`src/rtl/mem_loader.sv`:
```
// Stream-to-memory loader: consumes <start addr, count, data...> words on a
// valid/ready stream and emits one registered write strobe per data word.
module mem_loader #(
  parameter  int DEPTH  = 16,
  parameter  int WIDTH  = 8,
  localparam int AWIDTH = $clog2(DEPTH)
) (
  input  logic              clk,
  input  logic              rst,
  input  logic              in_valid,
  output logic              in_ready,
  input  logic [WIDTH-1:0]  in_data,
  output logic              mem_wr_en,
  output logic [AWIDTH-1:0] mem_wr_addr,
  output logic [WIDTH-1:0]  mem_wr_data,
  output logic              load_busy,
  output logic              load_done,
  output logic              load_err
);

  typedef enum logic [1:0] {IDLE, CNT, DATA, DONE} state_t;

  state_t              state_q, state_d;
  logic [AWIDTH-1:0]   addr_q, addr_d;
  logic [AWIDTH-1:0]   rem_q, rem_d;
  logic                in_ready_q, in_ready_d;
  logic                wr_en_q, wr_en_d;
  logic [AWIDTH-1:0]   wr_addr_q, wr_addr_d;
  logic [WIDTH-1:0]    wr_data_q, wr_data_d;
  logic                busy_q, busy_d;
  logic                done_q, done_d;
  logic                err_q, err_d;

  logic                xfer;
  logic [WIDTH-1:0]    hdr_hi;

  assign xfer   = in_valid && in_ready_q;
  // Bits above the address field; a shift keeps this legal when WIDTH == AWIDTH.
  assign hdr_hi = in_data >> AWIDTH;

  always_comb begin
    state_d   = state_q;
    addr_d    = addr_q;
    rem_d     = rem_q;
    wr_en_d   = 1'b0;
    wr_addr_d = wr_addr_q;
    wr_data_d = wr_data_q;
    busy_d    = busy_q;
    done_d    = 1'b0;
    err_d     = err_q;
    case (state_q)
      IDLE: if (xfer) begin
        if (hdr_hi != '0) begin
          err_d = 1'b1;
        end else begin
          addr_d  = in_data[AWIDTH-1:0];
          err_d   = 1'b0;
          state_d = CNT;
        end
      end
      CNT: if (xfer) begin
        rem_d   = in_data[AWIDTH-1:0];
        busy_d  = 1'b1;
        state_d = DATA;
      end
      DATA: if (xfer) begin
        wr_en_d   = 1'b1;
        wr_addr_d = addr_q;
        wr_data_d = in_data;
        addr_d    = (addr_q == AWIDTH'(DEPTH-1)) ? '0 : addr_q + 1'b1;
        rem_d     = rem_q - 1'b1;
        if (rem_q == '0) begin
          state_d = DONE;
          done_d  = 1'b1;
        end
      end
      DONE: begin
        state_d = IDLE;
        busy_d  = 1'b0;
      end
      default: state_d = IDLE;
    endcase
    // Ready is decoded from the next state so it is a pure flop output.
    in_ready_d = (state_d != DONE);
  end

  always_ff @(posedge clk) begin
    if (rst) begin
      state_q    <= IDLE;
      addr_q     <= '0;
      rem_q      <= '0;
      in_ready_q <= 1'b0;
      wr_en_q    <= 1'b0;
      wr_addr_q  <= '0;
      wr_data_q  <= '0;
      busy_q     <= 1'b0;
      done_q     <= 1'b0;
      err_q      <= 1'b0;
    end else begin
      state_q    <= state_d;
      addr_q     <= addr_d;
      rem_q      <= rem_d;
      in_ready_q <= in_ready_d;
      wr_en_q    <= wr_en_d;
      wr_addr_q  <= wr_addr_d;
      wr_data_q  <= wr_data_d;
      busy_q     <= busy_d;
      done_q     <= done_d;
      err_q      <= err_d;
    end
  end

  assign in_ready    = in_ready_q;
  assign mem_wr_en   = wr_en_q;
  assign mem_wr_addr = wr_addr_q;
  assign mem_wr_data = wr_data_q;
  assign load_busy   = busy_q;
  assign load_done   = done_q;
  assign load_err    = err_q;

endmodule

```
`config.mk`:
```
export PLATFORM = sky130hd
export DESIGN_NAME = mem_loader
export DESIGN_NICKNAME = d
export VERILOG_FILES = /design/src/rtl/mem_loader.sv
export SDC_FILE = /design/constraint.sdc
export NUM_CORES = 1
export LEC_CHECK = 0
export CAP_MARGIN = 40
export CORE_MARGIN = 3
export CORE_UTILIZATION = 45
export DETAILED_ROUTE_END_ITERATION = 16
export PLACE_DENSITY = 0.78
export SYNTH_ARGS = -nofsm -noshare
export SYNTH_HDL_FRONTEND = slang
export SYNTH_SLANG_ARGS = --single-unit
```
`constraint.sdc`:
```
create_clock -name clk -period 2.6 [get_ports clk]
set_input_delay 0.39 -clock clk [delete_from_list [all_inputs] [get_ports clk]]
set_output_delay 0.39 -clock clk [all_outputs]
set_load 0.02 [all_outputs]
```
# == Word-level counts from Yosys, hierarchy flattened ==
# Index checks and enable logic that the tools add are counted.
# word_totals
ff_bits,27
input_bits,11
out_inout_bits,17
wordCells,56
# op_classes
n_addsub,2
n_eq_ne,9
muxes,19
bitwise,2
reduce_logical,14
# ops
cell,n
$mux W4,6
$pmux W4 S2,2
$mux W2,5
$ne A2 B2 Y1 const B,5
$pmux W2 S4,1
$reduce_bool A8 Y1,1
$reduce_and A2 Y1,3
$reduce_bool A2 Y1,3
$add A4 B1 Y4 const B,1
$eq A2 B2 Y1 const B,2
$eq A4 B4 Y1 const B,1
$logic_not A4 Y1,1
$mux W1,4
$reduce_and A4 Y1,1
$sub A4 B1 Y4 const B,1
$reduce_and A3 Y1,1
$reduce_or A3 Y1,1
$eq A2 B1 Y1 const B,1
$logic_not A2 Y1,1
$not A1 Y1,2
$pmux W1 S2,1
$reduce_or A2 Y1,1
$logic_and A1 B1 Y1,1

# == Longest topological paths before layout ==
# logic_depth
depth_word,5
depth_mapped,6

# == Worst setup path after synthesis ==
# OpenSTA, ideal clock, no wires.
# synth_path
path_kind,input to register
from,input in_data[7]
to,register addr_q[3]
setup_ps,138
t_arrival_ps,1471
required_time_ps,2462
path_slack_ps,991
cell_stages,4
n_path_buf,0
path_cell_list,or4_4 > or3_1 > a21oi_1 > a2111oi_1
# synth_via
elab_chain_cells,3
# synth_lines
item,line_no,source
"start, declared",12,"input logic [WIDTH-1:0] in_data,"
$reduce_bool A8 Y1,53,if (hdr_hi != '0) begin
$ne A2 B2 Y1 (no source line),--,
$reduce_and A4 Y1 (no source line),--,
"end signal, assigned",101,addr_q <= addr_d;
"end, declared",24,"logic [AWIDTH-1:0] addr_q, addr_d;"
# No other way between the ends.
# A chain may end at the register's enable or synchronous reset.

# == Final worst setup path ==
# layout_path
from,register state_q[1]
to,register addr_q[3]
# layout_via
elab_chain_cells,3
word_cells_on_any_way,8
# layout_lines
item,line_no,source
"start, declared",23,"state_t state_q, state_d;"
"start signal, assigned",100,state_q <= state_d;
$eq A2 B2 Y1 / $logic_not A2 Y1 (equally long branches),51,case (state_q)
$ne A2 B2 Y1 (no source line) / $reduce_bool A2 Y1 (equally long branches),--,
$reduce_and A4 Y1 (no source line),--,
# Several ways; a longest one is shown, not always the timed one.

==> flow_summary.ini <==
[run_status]
status = finished, final reports clean

[layout]
finalNetCount = 191
antenna_cells = 0
finalNonFillerCells = 207
area_growth_pct = 28.0
fin_area_sq_mm = 0.00152
drive_gt1_share_pct = 6.21

[clock_tree]
htree_levels = 1
cts_sinks = 27
cts_tree = yes
cts_buffer_depth = 2
insertion_delay_ns = 0.33
cts.repair.resized = 0
cts_hold_buf = 0
clk_pin_slew_ns = 0.14
cts_setup_buffers = 0
cts_root_buf = clkbuf_4
cts_buffers = 3

[placement]
gp_congestion = 0.831
io_buffers = 27
place_inst = 203
dpl_cell_area_sq_mm = 0.00149
dpl.hpwl_mm = 2.04

[setup_path]
cp-endpoint = addr_q[3]
worst-path-max-fanout = 14
required_ns = 2.81
crit_path_start_kind = flip-flop
arrival_ns = 2.11
critPathKind = reg2reg
r2r_cells = 5
reg2reg_setup_slack_ns = 0.71
r2r-start = state_q[1]
critPathLaunch = state_q[1]
r2r-end = addr_q[3]
end_kind = flip-flop

[logic_synthesis]
synth_compound_area_share_pct = 20.6
post_synth_fa_ha_maj_area_fraction_pct = 2.10
synth_edf_count = 0
syn_avg_cell_area_sq_um = 7.93
synth.net_count = 163
synthXorXnorAreaFrac_pct = 0.736
synth_mux_area_share_pct = 0
async_reset_ff_share_pct = 0
synth-seq-cells = 27
syn_inst = 150
yosys_warnings = 0
yosys.area_share.simple_pct = 26.6
synth_top_family_by_area = simple AND/OR/NAND/NOR gates
synth.distinct_cells = 34
ys_seq_area_share_pct = 45.4
ys.flop_type = dfxtp_1
syn_area_sq_mm = 0.00119

[route]
first_pass_iters = 4
drt-total-wl_mm = 2.70
post_drt_wl_per_cell_microns = 13.0
vias = 1145
drt_iter0_drc = 31
viasPerCell = 5.53
ant_nets = 0
post-route-drc-count = 0

[global_routing]
antenna_found_initial = 0
grt_usage_pct = 17.0
grt_max_degree = 17
overflow = 0
grt_pass1_wl_mm = 4.47
grt_pass1_vias = 1099

[floorplanning]
ios = 28
die_y_microns = 57.4
die_x_microns = 57.4
core_sq_mm = 0.00250
fp-row-count = 18
start_util_pct = 47.6
dieArea_sq_mm = 0.00330

[timing]
relSlewSlack_pct = 69.5
hold_viol = 0
fin_crit_sh_pct = 72.8
worst_slew_pin_slew_ns = 0.446
rsz0062_at_grt = false
setup_viol = 0
fin_setup_tns_ns = 0
finalMaxSlewViolations = 0
skew_ns = 0.00134
fin_crit_ns = 1.89
fmaxAchievable_mhz = 528

[min_path]
hp-class = reg2reg

[power_and_ir_drop]
total_power_uw = 659
powerDensity_mw_per_mm2 = 433
ir_drop_v = 0.000375
p_leak_nw = 0.492

[job]
drv_cap = 0
==> sequential cells by signal, indices dropped and copies added (netlist names) <==
register	flops
in_ready	1
addr_q	4
rem_q	4
load_busy	1
load_err	1
mem_wr_data	8
load_done	1
mem_wr_addr	4
mem_wr_en	1
state_q	2
==> cells by family (layout without fill, tap and decap cells) <==
| kind of cell | after synthesis | count (layout) |
|---|---|---|
| and+or+nand+nor | 67 | 67 |
| adders and majority gates | 2 | 2 |
| AOI/OAI and AO/OA | 40 | 40 |
| xor gates and xnor gates | 1 | 1 |
| DFF | 27 | 27 |
| buffers and inverters | 13 | 40 |
==> synthesized netlist by cell type (all sizes together), types with 3 or more instances <==
cell    number  area, sq um
a211oi       4         30.0
a21oi       22          114
buf          4         20.0
clkbuf       4         15.0
dfxtp       27          541
inv          5         18.8
nand2       33          124
nand2b       3         18.8
nand3        3         15.0
nor2        10         37.5
nor2b        5         33.8
nor3         4         20.0
o21ai        4         20.0
==> worst min path at each step <==
| stage | start | to | slack (ns) | depth (start not counted) |
|---|---|---|---|---|
| 2_1_floorplan | rem_q[1] | rem_q[1] | 0.45 | 2 |
| 3_3_place_gp | mem_wr_addr[2] | mem_wr_addr[2] | 0.44 | 2 |
| 3_5_place_dp | mem_wr_data[4] | mem_wr_data[4] | 0.45 | 2 |
| 4_1_cts | mem_wr_data[3] | mem_wr_data[3] | 0.47 | 2 |
| 5_1_grt | mem_wr_data[0] | mem_wr_data[0] | 0.49 | 2 |
| 6_report | mem_wr_addr[2] | mem_wr_addr[2] | 0.47 | 2 |
==> report_power, final <==
part,switching [mW],internal [mW]
sequential,0.00385,0.417
clock,0.127,0.0590
combinational,0.0260,0.0256
total,0.157,0.502
==> cell type report <==
class,count,area (sq um)
clock buffers,3,22.5
clock inverters,1,7.51
fillers,226,977
inverters,5,18.8
multi-input cells,110,596
flip-flops and latches,27,541
well taps,30,37.5
repair buffers,31,300
==> cells in the final DEF, fill, tap and decap left out, types with 2 or more instances in the layout <==
cell / n
nand2b_1: 3
clkdlybuf4s50_1: 27
nor2b_1: 4
a21oi_1: 21
or3_1: 2
clkbuf_4: 3
a211oi_1: 4
a311oi_1: 2
o21ai_0: 3
inv_1: 5
buf_4: 4
nand2_1: 33
nor3_1: 4
nor2_1: 10
ha_1: 2
dfxtp_1: 27
nand3_1: 3
a31oi_1: 2
==> layer usage <==
layer	vias up	wire [microns]	track usage [%]
met5	-	0	0
met4	0	48	10.3
met3	5	133	3.17
met2	31	1400	28.9
met1	531	1120	19.7
li1	578	-	-
==> critical path: stages (launching register included) <==
cell and delay, ns:
dfxtp_1 0.56, nor2b_2 0.31, nand3_1 0.12, buf_4 0.21, a2111oi_0 0.46, a2111oi_1 0.11
==> stage by stage <==
stage,utilization [%],hold slack [ns],setup slack (ns)
after floorplan,-,0.445,0.991
after global placement,59.7,0.443,0.496
after detailed placement,59.7,0.453,0.420
after CTS,60.9,0.474,0.722
after global routing,60.9,0.492,0.655
final,60.9,0.467,0.708
Note: power is estimated with default switching activity, not from simulation.
